==> src/rtl/key_pkg.sv <==
// Shared definitions for key input handling: FSM state type and board timing constants.
package key_pkg;

    typedef enum logic [1:0] {
        IDLE       = 2'd0,
        PRESS_DB   = 2'd1,
        DOWN       = 2'd2,
        RELEASE_DB = 2'd3
    } key_state_t;

    // System clock frequency; one second of hold time in cycles.
    localparam int unsigned CLK_HZ  = 25000000;

    // 20 ms debounce window at CLK_HZ.
    localparam int unsigned DB_20MS = 500000;

endpackage

==> src/rtl/sync_2ff.sv <==
// Generic 1-bit double-flop synchroniser for asynchronous inputs.
// RST_VAL sets the value both flops take during reset, so the output
// starts at the input's idle level.
module sync_2ff #(
    parameter logic RST_VAL = 1'b0
) (
    input  logic clk,
    input  logic rst_n,
    input  logic d,
    output logic q
);

    logic meta;

    // Two-stage capture of the asynchronous input.
    always_ff @(posedge clk or negedge rst_n) begin
        if (!rst_n) begin
            meta <= RST_VAL;
            q    <= RST_VAL;
        end else begin
            meta <= d;
            q    <= meta;
        end
    end

endmodule

==> src/rtl/key_debounce_detector.sv <==
// Push-button front end: synchronises one raw key pin, debounces it and
// produces a clean pressed level plus one-cycle press, release and
// long-press pulses.
module key_debounce_detector
    import key_pkg::*;
#(
    parameter int unsigned DEBOUNCE_CYC   = DB_20MS,
    parameter int unsigned LONG_CYC       = CLK_HZ,
    parameter bit          KEY_ACTIVE_LOW = 1'b1
) (
    input  logic clk,
    input  logic rst_n,
    input  logic key_in,
    output logic key_level,
    output logic key_press,
    output logic key_release,
    output logic key_long
);

    localparam int unsigned DW = $clog2(DEBOUNCE_CYC);
    localparam int unsigned HW = $clog2(LONG_CYC);

    localparam logic [DW-1:0] DCNT_MAX = DW'(DEBOUNCE_CYC - 1);
    localparam logic [HW-1:0] HCNT_MAX = HW'(LONG_CYC - 1);
    localparam logic [HW-1:0] HCNT_PRE = HW'(LONG_CYC - 2);

    logic          key_s;
    logic          pressed_s;
    key_state_t    state;
    logic [DW-1:0] dcnt;
    logic [HW-1:0] hcnt;

    // Synchroniser idles at the released pin value, so a key held through
    // reset is seen as a fresh press after the full debounce.
    sync_2ff #(
        .RST_VAL (KEY_ACTIVE_LOW)
    ) u_key_sync (
        .clk   (clk),
        .rst_n (rst_n),
        .d     (key_in),
        .q     (key_s)
    );

    // Normalise polarity so 1 always means pressed.
    assign pressed_s = key_s ^ KEY_ACTIVE_LOW;

    // Debounce / hold FSM with registered outputs.
    always_ff @(posedge clk or negedge rst_n) begin
        if (!rst_n) begin
            state       <= IDLE;
            dcnt        <= '0;
            hcnt        <= '0;
            key_level   <= 1'b0;
            key_press   <= 1'b0;
            key_release <= 1'b0;
            key_long    <= 1'b0;
        end else begin
            key_press   <= 1'b0;
            key_release <= 1'b0;
            key_long    <= 1'b0;
            case (state)
                IDLE: begin
                    if (pressed_s) begin
                        state <= PRESS_DB;
                        dcnt  <= '0;
                    end
                end
                PRESS_DB: begin
                    if (!pressed_s) begin
                        state <= IDLE;
                        dcnt  <= '0;
                    end else if (dcnt == DCNT_MAX) begin
                        state     <= DOWN;
                        key_press <= 1'b1;
                        key_level <= 1'b1;
                        hcnt      <= '0;
                    end else begin
                        dcnt <= dcnt + 1'b1;
                    end
                end
                DOWN: begin
                    // hcnt only advances while still held, so the long pulse
                    // can never land in the first release-debounce cycle.
                    if (!pressed_s) begin
                        state <= RELEASE_DB;
                        dcnt  <= '0;
                    end else if (hcnt != HCNT_MAX) begin
                        hcnt <= hcnt + 1'b1;
                        if (hcnt == HCNT_PRE) begin
                            key_long <= 1'b1;
                        end
                    end
                end
                RELEASE_DB: begin
                    // hcnt is left untouched so release bounce keeps long timing.
                    if (pressed_s) begin
                        state <= DOWN;
                    end else if (dcnt == DCNT_MAX) begin
                        state       <= IDLE;
                        key_release <= 1'b1;
                        key_level   <= 1'b0;
                    end else begin
                        dcnt <= dcnt + 1'b1;
                    end
                end
                default: begin
                    state <= IDLE;
                end
            endcase
        end
    end

endmodule
==> config.mk <==
export PLATFORM = sky130hd
export DESIGN_NAME = key_debounce_detector
export DESIGN_NICKNAME = d
export VERILOG_FILES = /design/src/rtl/key_pkg.sv /design/src/rtl/sync_2ff.sv /design/src/rtl/key_debounce_detector.sv
export SDC_FILE = /design/constraint.sdc
export NUM_CORES = 1
export LEC_CHECK = 0
export CORE_ASPECT_RATIO = 0.7
export CORE_MARGIN = 2
export CORE_UTILIZATION = 30
export CTS_CLUSTER_DIAMETER = 50
export DETAILED_ROUTE_END_ITERATION = 7
export GPL_TIMING_DRIVEN = 0
export SYNTH_ARGS = -nofsm -noshare
export SYNTH_HDL_FRONTEND = slang
export SYNTH_HIERARCHICAL = 1
export SYNTH_SLANG_ARGS = --single-unit
export TNS_END_PERCENT = 10
==> constraint.sdc <==
create_clock -name clk -period 2.8 [get_ports clk]
set_input_delay 0.28 -clock clk [delete_from_list [all_inputs] [get_ports clk]]
set_output_delay 0.28 -clock clk [all_outputs]
set_load 0.005 [all_outputs]
==> results of run 1 <==
[power breakdown]
part | internal (mW) | total (mW) | leakage (nW) | switching, mW
Combinational | 0.0201 | 0.0626 | 0.570 | 0.0425
Clock | 0.357 | 0.635 | 0.0701 | 0.278
Sequential | 0.760 | 0.766 | 0.716 | 0.00668
Total | 1.14 | 1.46 | 1.36 | 0.327
[layout by cell type (no fill, tap or decap), types with 9 or more instances in the layout]
cell	netlist	final
nand2_1	28	28
xor2_1	17	17
nand4_1	17	17
a21oi_1	9	9
o21ai_0	16	16
nand3_1	23	23
nor2_1	33	33
o211ai_1	10	10
and4_1	9	9
clkbuf_1	8	9
dfrtp_1	50	50
[stage by stage]
step | hold WS [ps] | util [%] | area, sq um | total power, mW
3_3_place_gp | 347 | 33.5 | 3080 | 0.840
6_report | 356 | 35.4 | 3250 | 1.46
3_5_place_dp | 248 | 33.7 | 3090 | 0.844
2_1_floorplan | -15.6 | - | 2860 | 0.812
5_1_grt | 364 | 35.4 | 3250 | 1.52
4_1_cts | 358 | 35.4 | 3250 | 1.48
[layer usage]
metal	share of wire, %	wire length (um)
met1	53	3420
met2	41	2640
met3	4.4	280
met4	1.3	85
met5	0	0
[cells by family after synthesis]
logic type	share of synthesized area (%)
compound gates	10.6
simple gates	32.8
flops	45.5
buf+inv	3.02
fa+ha+maj	1.31
xor+xnor	6.42
mux	0.350
[path summary, 6_finish.rpt]
| path | endpoint | slack (ps) | depth (start not counted) |
|---|---|---|---|
| max | hcnt[1] | 300 | 7 |
| min | u_key_sync/q | 360 | 0 |
| max reg2reg | hcnt[1] | 300 | 7 |
| min reg2reg | u_key_sync/q | 360 | 0 |
| max in group asynchronous | u_key_sync/meta | 1740 | 3 |
| min in group asynchronous | hcnt[10] | 460 | 2 |
[worst max-delay path: stages (launching register included)]
cell      delay (ps)
dfrtp_1          360
clkbuf_1         190
nor4bb_1         330
nand4_1          240
nor3_1           550
clkbuf_1         440
nand2b_1         180
o21ai_0           80
[area by class of cell]
| cell class | count | area [sq um] | share of cell area, % |
|---|---|---|---|
| Sequential cell | 52 | 1300 | 40.1 |
| Buffer | 14 | 75.1 | 2.31 |
| Tap cell | 124 | 155 | 4.77 |
| Timing Repair Buffer | 8 | 85.1 | 2.62 |
| Inverter | 3 | 11.3 | 0.346 |
| Clock inverter | 1 | 7.51 | 0.231 |
| Clock buffer | 7 | 143 | 4.38 |
| Multi-Input combinational cell | 239 | 1470 | 45.3 |
[flip-flops by register name, summed over array words and instances (netlist names), named ones only]
name	flops
dcnt	19
key_press	1
key_release	1
key_level	1
hcnt	25
u_key_sync/meta	1
u_key_sync/q	1
state	1
key_long	1
[Yosys cell counts (all sizes together) (4+ instances only)]
cell type / count
nand2: 28
nand4: 17
nand2b: 5
dfrtp: 50
nor2: 33
xor2: 17
or4: 7
buf: 6
and3: 6
o21ai: 19
nor4: 6
and4: 9
clkbuf: 8
xnor2: 4
nor3: 7
and2: 8
a21oi: 9
nand3: 23
o211ai: 10
==> impl_metrics.py, run 1 <==
metrics = {
    "timing": {
        "worst_slew_pin_slew_ps": 660,
        "hold_viol": 0,
        "period_minus_slack_ps": 2500,
        "period_share_pct": 89.1,
        "fmax_ghz": 0.401,
        "clock_skew_ps": 5.45,
        "fin_setup_tns_ps": 0,
        "relSlewSlack_pct": 55.7,
        "finalMaxSlewViolations": 0,
        "setup_viol": 0,
        "finalWorstSetupSlack_ps": 305,
        "rsz0062_at_grt": "no",
    },
    "clocking": {
        "hold_buffers": 1,
        "cts.repair.resized": 0,
        "clkLatencyLatePin_ps": 300,
        "cts.sinks": 52,
        "cts_setup_buffers": 0,
        "clk_pin_slew_worst_paths_ps": 70,
        "cts_root_buf": "clkbuf_16",
        "cts_buffers": 5,
        "clockBufferDepth": 2,
        "cts_tree": "built",
        "ctsHtreeMaxLevel": 2,
    },
    "pwr": {
        "power.leakage_nw": 1.36,
        "p_per_area_nw_per_um2": 450,
        "vdd_ir_drop_max_mv": 0.209,
    },
    "min_path": {
        "hold_class": "register to register",
        "hp-start": "u_key_sync/meta",
    },
    "floorplan": {
        "core_area_sq_um": 9180,
        "num_rows": 29,
        "start_util_pct": 31.2,
        "die-area_sq_um": 10400,
        "ios": 7,
        "dieHeight_um": 85.7,
        "fp.dieW_um": 121,
    },
    "yosys": {
        "avgSynthCellArea_sq_um": 9.29,
        "synth_top_area_share_pct": 43.7,
        "yosys-top-cells-area": "dfrtp_1, xor2_1, nor2_1",
        "ys_warn_count": 6,
        "ys.flop_type": "dfrtp_1",
        "ys_ff_latch": 52,
        "syn_nets": 314,
        "synthCells": 308,
        "async_flop_share_pct": 100,
        "synth.largest_area_cell": "dfrtp_1",
        "synth_cell_types": 48,
        "synth_edf_count": 0,
        "ys_seq_area_share_pct": 45.5,
        "synth_area_sq_um": 2860,
    },
    "global_routing": {
        "grt_use_met3_pct": 3.13,
        "grt_start_max_net_pins": 36,
        "globalRouteOverflowTotal": 0,
        "grt_pass1_wl_mm": 11.7,
        "top_usage_layer": "met1",
        "grt_usage_pct": 14.0,
        "grt.met1_usage_pct": 20.8,
        "grt_pass1_vias": 2357,
        "grtUsageMet2_pct": 20.2,
        "antenna_found_initial": 0,
    },
    "finish": {
        "final_nets": 329,
        "syn_to_final_growth_pct": 13.6,
        "antennaDiodeCount": 0,
        "nFillCells": 941,
        "drive_above_1_share_pct": 6.79,
        "layout.cells.non_filler": 448,
    },
    "routing": {
        "vias": 2355,
        "via_per_inst": 5.26,
        "drtAntennaViolNets": 0,
        "drc": 0,
        "drt-total-wl_mm": 6.43,
        "drtIter0Drc": 221,
        "routedWlPerCell_um": 14.3,
        "firstDrtPassIters": 4,
    },
    "placed_design": {
        "dp_slack_ps": 385,
        "dpl.hpwl_mm": 4.60,
        "place_congestion": 0.860,
        "dp_cells": 439,
        "port_buffers": 6,
    },
    "worst_setup_path": {
        "startpoint": "hcnt[15]",
        "setup.worst_path.end_class": "register",
        "crit_fanout": 10,
        "crit_type": "register to register",
        "worstReg2RegStart": "hcnt[15]",
        "worstSetupStartpointType": "register",
        "cp.arrival_ps": 2670,
        "required_ps": 2970,
    },
    "status": {
        "status": "finished clean",
    },
    "job": {
        "maxCapViolations": 0,
    },
}
Power figures use the tool's default switching activity.
==> inputs of run 2 (changes only) <==
--- a/config.mk
+++ b/config.mk
@@ -6,7 +6,6 @@
 export NUM_CORES = 1
 export LEC_CHECK = 0
 export CORE_ASPECT_RATIO = 0.7
-export CORE_MARGIN = 2
 export CORE_UTILIZATION = 30
 export CTS_CLUSTER_DIAMETER = 50
 export DETAILED_ROUTE_END_ITERATION = 7
==> impl_metrics.py, run 2 (synthesis results as in run 1) <==
metrics = {
    "routing": {
        "vias": 2418,
        "drtIter0Drc": 144,
        "drc": 0,
        "drt-total-wl_mm": 6.56,
        "firstDrtPassIters": 5,
        "drtAntennaViolNets": 0,
        "routedWlPerCell_um": 14.7,
        "via_per_inst": 5.41,
    },
    "timing": {
        "worst_slew_pin_slew_ps": 704,
        "relSlewSlack_pct": 53.1,
        "finalWorstSetupSlack_ps": 388,
        "finalMaxSlewViolations": 0,
        "period_share_pct": 86.2,
        "rsz0062_at_grt": "no",
        "fmax_ghz": 0.415,
        "clock_skew_ps": 2.82,
        "hold_viol": 0,
        "setup_viol": 0,
        "period_minus_slack_ps": 2410,
    },
    "finish": {
        "syn_to_final_growth_pct": 13.8,
        "antennaDiodeCount": 0,
        "final_cell_mix": "dfrtp_1, nor2_1, nand2_1, nand3_1",
        "layout_commonest_cell": "dfrtp_1",
        "drive_above_1_share_pct": 6.81,
        "reg_top3": "hcnt (25), dcnt (19)",
        "final_nets": 328,
        "largest_register": "hcnt",
        "final_area_sq_um": 3260,
        "largest_reg_flops": 25,
    },
    "placed_design": {
        "post_dp_cell_area_sq_um": 3100,
        "dp_slack_ps": 427,
        "port_buffers": 6,
        "place_congestion": 0.835,
        "dpl.hpwl_mm": 4.77,
    },
    "floorplan": {
        "start_util_pct": 31.3,
        "num_rows": 29,
        "die-area_sq_um": 9940,
        "fp.dieW_um": 119,
        "ios": 7,
        "dieHeight_um": 83.7,
        "core_area_sq_um": 9140,
    },
    "job": {
        "maxCapViolations": 0,
    },
    "clocking": {
        "cts_root_buf": "clkbuf_16",
        "hold_buffers": 0,
        "clkLatencyLatePin_ps": 290,
        "cts.repair.resized": 0,
        "cts.sinks": 52,
        "clk_pin_slew_worst_paths_ps": 60,
        "clockBufferDepth": 2,
        "cts_tree": "built",
        "cts_setup_buffers": 0,
        "cts_buffers": 5,
        "ctsHtreeMaxLevel": 2,
    },
    "worst_setup_path": {
        "worstSetupStartpointType": "register",
        "crit_type": "register to register",
        "required_ps": 2970,
        "crit_path_max_incr_delay_ps": 460,
        "setup.worst_path.end_class": "register",
        "cp.arrival_ps": 2580,
        "cpMostUsedCell": "clkbuf_1",
        "cp_slowest_cell": "nor3_1",
        "crit_chain": "clkbuf_1 > nor4bb_1 > nand4_1 > nor3_1 > clkbuf_1 > nand2b_1 > o21ai_0",
        "crit_fanout": 10,
    },
    "pwr": {
        "fin_total_pwr_mw": 1.48,
        "power.leakage_nw": 1.36,
        "p_per_area_nw_per_um2": 455,
        "vdd_ir_drop_max_mv": 0.273,
    },
    "min_path": {
        "hold_class": "input port to asynchronous set/reset pin",
    },
    "global_routing": {
        "globalRouteOverflowTotal": 0,
        "antenna_found_initial": 0,
        "grt_usage_pct": 14.4,
        "grt_pass1_vias": 2214,
        "grt_pass1_wl_mm": 11.4,
        "grt_start_max_net_pins": 31,
    },
    "status": {
        "status": "finished clean",
    },
}
## run 2: changes by cell type in the layout (fill, tap and decap cells not counted), sizes merged
cell / delta
clkinvlp: -1
dlygate4sd3: -1
clkbuf: +1
## run 2: layout make-up
| cell class | count | area, sq um |
|---|---|---|
| fillers | 952 | 5890 |
| inverters | 3 | 11.3 |
| well taps | 124 | 155 |
| flip-flops and latches | 52 | 1300 |
| clock buffers | 8 | 156 |
| multi-input cells | 239 | 1470 |
| repair buffers | 7 | 82.6 |
| plain buffers | 14 | 75.1 |
## run 2: power by group
| group | internal, mW | switching, mW |
|---|---|---|
| Sequential | 0.760 | 0.00680 |
| Clock | 0.381 | 0.270 |
| Combinational | 0.0203 | 0.0435 |
## run 2: critical path: cells and delay by family (launching register included)
kind,cells,cell delay [ps]
AOI/OAI and AO/OA,1,90
buffers and inverters,2,620
DFF,1,360
and+or+nand+nor,4,1220
## run 2: metal layers
metal	vias to the layer above	track usage [%]	part of all wire, %
met5	-	0	0
met4	0	3.91	1.0
met3	8	3.21	5.2
met2	59	18.6	39
met1	1189	23.2	55
li1	1162	-	-
## run 2: final timing paths
check / startpoint / end / slack [ps] / cells past startpoint
max: hcnt[15] / hcnt[0] / 390 / 7
min: rst_n / key_press / 30 / 1
max reg2reg: hcnt[15] / hcnt[0] / 390 / 7
min reg2reg: u_key_sync/meta / u_key_sync/q / 360 / 0
max in group asynchronous: rst_n / dcnt[13] / 2210 / 2
min in group clk: u_key_sync/meta / u_key_sync/q / 360 / 0
## run 2: through the flow
step | TNS, ps | std cells | hold WS (ps) | utilization (%)
global route | 0 | 447 | 88.3 | 35.6
CTS | 0 | 447 | 60.5 | 35.6
floorplan | 0 | 308 | -15.6 | -
finish | 0 | 447 | 31.7 | 35.6
global placement | -7430 | 438 | 346 | 33.7
detailed placement | 0 | 439 | 349 | 33.9
==> inputs of run 3 (changes only) <==
--- a/config.mk
+++ b/config.mk
@@ -12,6 +12,5 @@
 export GPL_TIMING_DRIVEN = 0
 export SYNTH_ARGS = -nofsm -noshare
 export SYNTH_HDL_FRONTEND = slang
-export SYNTH_HIERARCHICAL = 1
 export SYNTH_SLANG_ARGS = --single-unit
 export TNS_END_PERCENT = 10
==> impl_metrics.py, run 3 <==
metrics = {
    "yosys": {
        "yosys-top-cells-area": "dfrtp_1, xor2_1, nor2_1",
        "synth_area_sq_um": 2790,
        "async_flop_share_pct": 100,
        "yosysMostFrequentCell": "dfrtp_1",
        "synth_common_cells": "dfrtp_1, nor2_1, xor2_1",
        "syn_nets": 294,
        "ys_ff_latch": 52,
        "avgSynthCellArea_sq_um": 9.68,
        "synthCells": 288,
        "synth_top_area_share_pct": 44.9,
        "ys_warn_count": 0,
        "synth.largest_area_cell": "dfrtp_1",
        "synth_cell_types": 52,
        "ys_seq_area_share_pct": 46.7,
        "synth_edf_count": 0,
        "ys.flop_type": "dfrtp_1",
    },
    "finish": {
        "antennaDiodeCount": 0,
        "reg_top3": "hcnt (25), dcnt (19)",
        "layout_commonest_cell": "dfrtp_1",
        "fin_util_pct": 35.4,
        "largest_reg_flops": 25,
        "largest_register": "hcnt",
        "final_cell_mix": "dfrtp_1, nor2_1, xor2_1, nand2_1, nand3_1",
        "drive_above_1_share_pct": 8.55,
        "final_nets": 309,
        "syn_to_final_growth_pct": 14.6,
    },
    "worst_setup_path": {
        "setup.worst_path.end_class": "register",
        "crit_type": "register to register",
        "crit_fanout": 10,
        "worstSetupStartpointType": "register",
        "crit_chain": "nor4b_1 > nand4_1 > nor3_1 > clkbuf_1 > nand2b_1 > mux2i_1",
        "required_ps": 3000,
        "cp.arrival_ps": 2590,
        "crit_path_max_incr_delay_ps": 450,
        "cp_slowest_cell": "dfrtp_1",
    },
    "pwr": {
        "fin_total_pwr_mw": 1.53,
        "netSwitchingFraction_pct": 21.5,
        "p_int_mw": 1.20,
        "power.leakage_nw": 1.36,
        "clkPwrFrac_pct": 45.7,
        "power_frac_comb_pct": 4.0,
        "vdd_ir_drop_max_mv": 0.192,
        "p_switching_mw": 0.329,
        "p_per_area_nw_per_um2": 478,
        "power_frac_seq_pct": 50.3,
    },
    "timing": {
        "fmax_ghz": 0.418,
        "period_minus_slack_ps": 2390,
        "setup_viol": 0,
        "finalMaxSlewViolations": 0,
        "period_share_pct": 85.4,
        "worst_slew_pin_slew_ps": 722,
        "hold_viol": 0,
        "rsz0062_at_grt": "no",
        "clock_skew_ps": 8.36,
        "relSlewSlack_pct": 51.6,
    },
    "routing": {
        "drc": 0,
        "vias": 2192,
        "via_per_inst": 5.12,
        "drt-total-wl_mm": 5.92,
        "routedWlPerCell_um": 13.8,
        "firstDrtPassIters": 4,
        "drtAntennaViolNets": 0,
        "drtIter0Drc": 132,
    },
    "clocking": {
        "cts.sinks": 52,
        "cts_tree": "built",
        "cts_setup_buffers": 0,
        "ctsHtreeMaxLevel": 2,
        "cts_buffers": 5,
        "clk_pin_slew_worst_paths_ps": 70,
        "cts_root_buf": "clkbuf_16",
        "cts.repair.resized": 0,
        "clkLatencyLatePin_ps": 290,
        "clockBufferDepth": 2,
        "hold_buffers": 1,
    },
    "placed_design": {
        "port_buffers": 6,
        "dpl.hpwl_mm": 4.30,
        "place_congestion": 0.866,
    },
    "global_routing": {
        "grt_start_max_net_pins": 38,
        "globalRouteOverflowTotal": 0,
        "grt_pass1_vias": 2038,
        "antenna_found_initial": 0,
        "grt_usage_pct": 13.4,
        "grt_pass1_wl_mm": 10.1,
    },
    "min_path": {
        "hold_class": "register to register",
    },
    "floorplan": {
        "num_rows": 29,
        "fp.dieW_um": 117,
        "core_area_sq_um": 9030,
        "start_util_pct": 30.9,
        "dieHeight_um": 82.7,
        "ios": 7,
        "die-area_sq_um": 9690,
    },
    "status": {
        "status": "finished clean",
    },
    "job": {
        "maxCapViolations": 0,
    },
}
[run 3: cell types whose count changed after synthesis, sizes merged, moves of 4 or more]
cell / before / now
and3: 6 / 13
nand3: 23 / 18
o2111ai: 1 / 5
and2: 8 / 1
o211ai: 10 / 3
and4: 9 / 5
o21ai: 19 / 14
nand2: 28 / 20
[run 3: worst max-delay path, delay by kind of cell, from the launching register on]
kind                   cells  cell delay, ps
and+or+nand+nor            4            1210
DFF                        1             450
buffers and inverters      1             400
muxes                      1             230
[run 3: routing by layer]
metal	vias to the layer above	GRT usage, %	routed length, um
li1	1087	-	-
met1	1062	20.7	3200
met2	36	19.4	2470
met3	7	1.75	181
met4	0	3.42	56
met5	-	0	0
[run 3: through the flow]
step / area [sq um] / cells / hold WS [ps] / setup TNS, ps / worst slack (ps)
4_1_cts: 3200 / 428 / 357 / 0 / 384
6_report: 3200 / 428 / 356 / 0 / 410
3_3_place_gp: 3000 / 418 / 350 / -4630 / -96.3
2_1_floorplan: 2790 / 288 / -15.6 / 0 / 741
5_1_grt: 3200 / 428 / 364 / 0 / 169
3_5_place_dp: 3020 / 419 / 226 / 0 / 391
[run 3: area by class of cell]
type	instances	area, sq um
buffer	11	56.3
clock buffer	5	125
clock inverter	3	42.5
fill	895	5840
inverter	2	7.51
multi-input combinational	223	1420
sequential	52	1300
tap	124	155
timing repair buffer	8	85.1
[run 3: cell families (layout without fill, tap and decap cells)]
family	Yosys count	in the layout	share of synthesized area (%)
mux	4	4	1.44
simple gates	150	150	30.5
buf+inv	13	29	2.29
flops	52	52	46.7
xor+xnor	26	26	8.17
compound gates	40	40	9.51
fa+ha+maj	3	3	1.35
[run 3: power groups by stage]
stage / Combinational [mW] / Sequential (mW) / Clock (mW)
4_1_cts: 0.0634 / 0.769 / 0.714
3_3_place_gp: 0.0573 / 0.784 / 0
2_1_floorplan: 0.0317 / 0.782 / 0
6_report: 0.0611 / 0.770 / 0.699
3_5_place_dp: 0.0623 / 0.784 / 0
5_1_grt: 0.0715 / 0.771 / 0.746
[run 3: final timing paths]
| kind | startpoint | endpoint | slack [ps] | cells past startpoint |
|---|---|---|---|---|
| setup / recovery | hcnt[9] | hcnt[1] | 410 | 6 |
| hold / removal | u_key_sync.meta | u_key_sync.q | 360 | 0 |
| setup reg to reg | hcnt[9] | hcnt[1] | 410 | 6 |
| hold reg to reg | u_key_sync.meta | u_key_sync.q | 360 | 0 |
| max in group asynchronous | rst_n | u_key_sync.meta | 1780 | 3 |
| min in group asynchronous | rst_n | hcnt[22] | 430 | 2 |
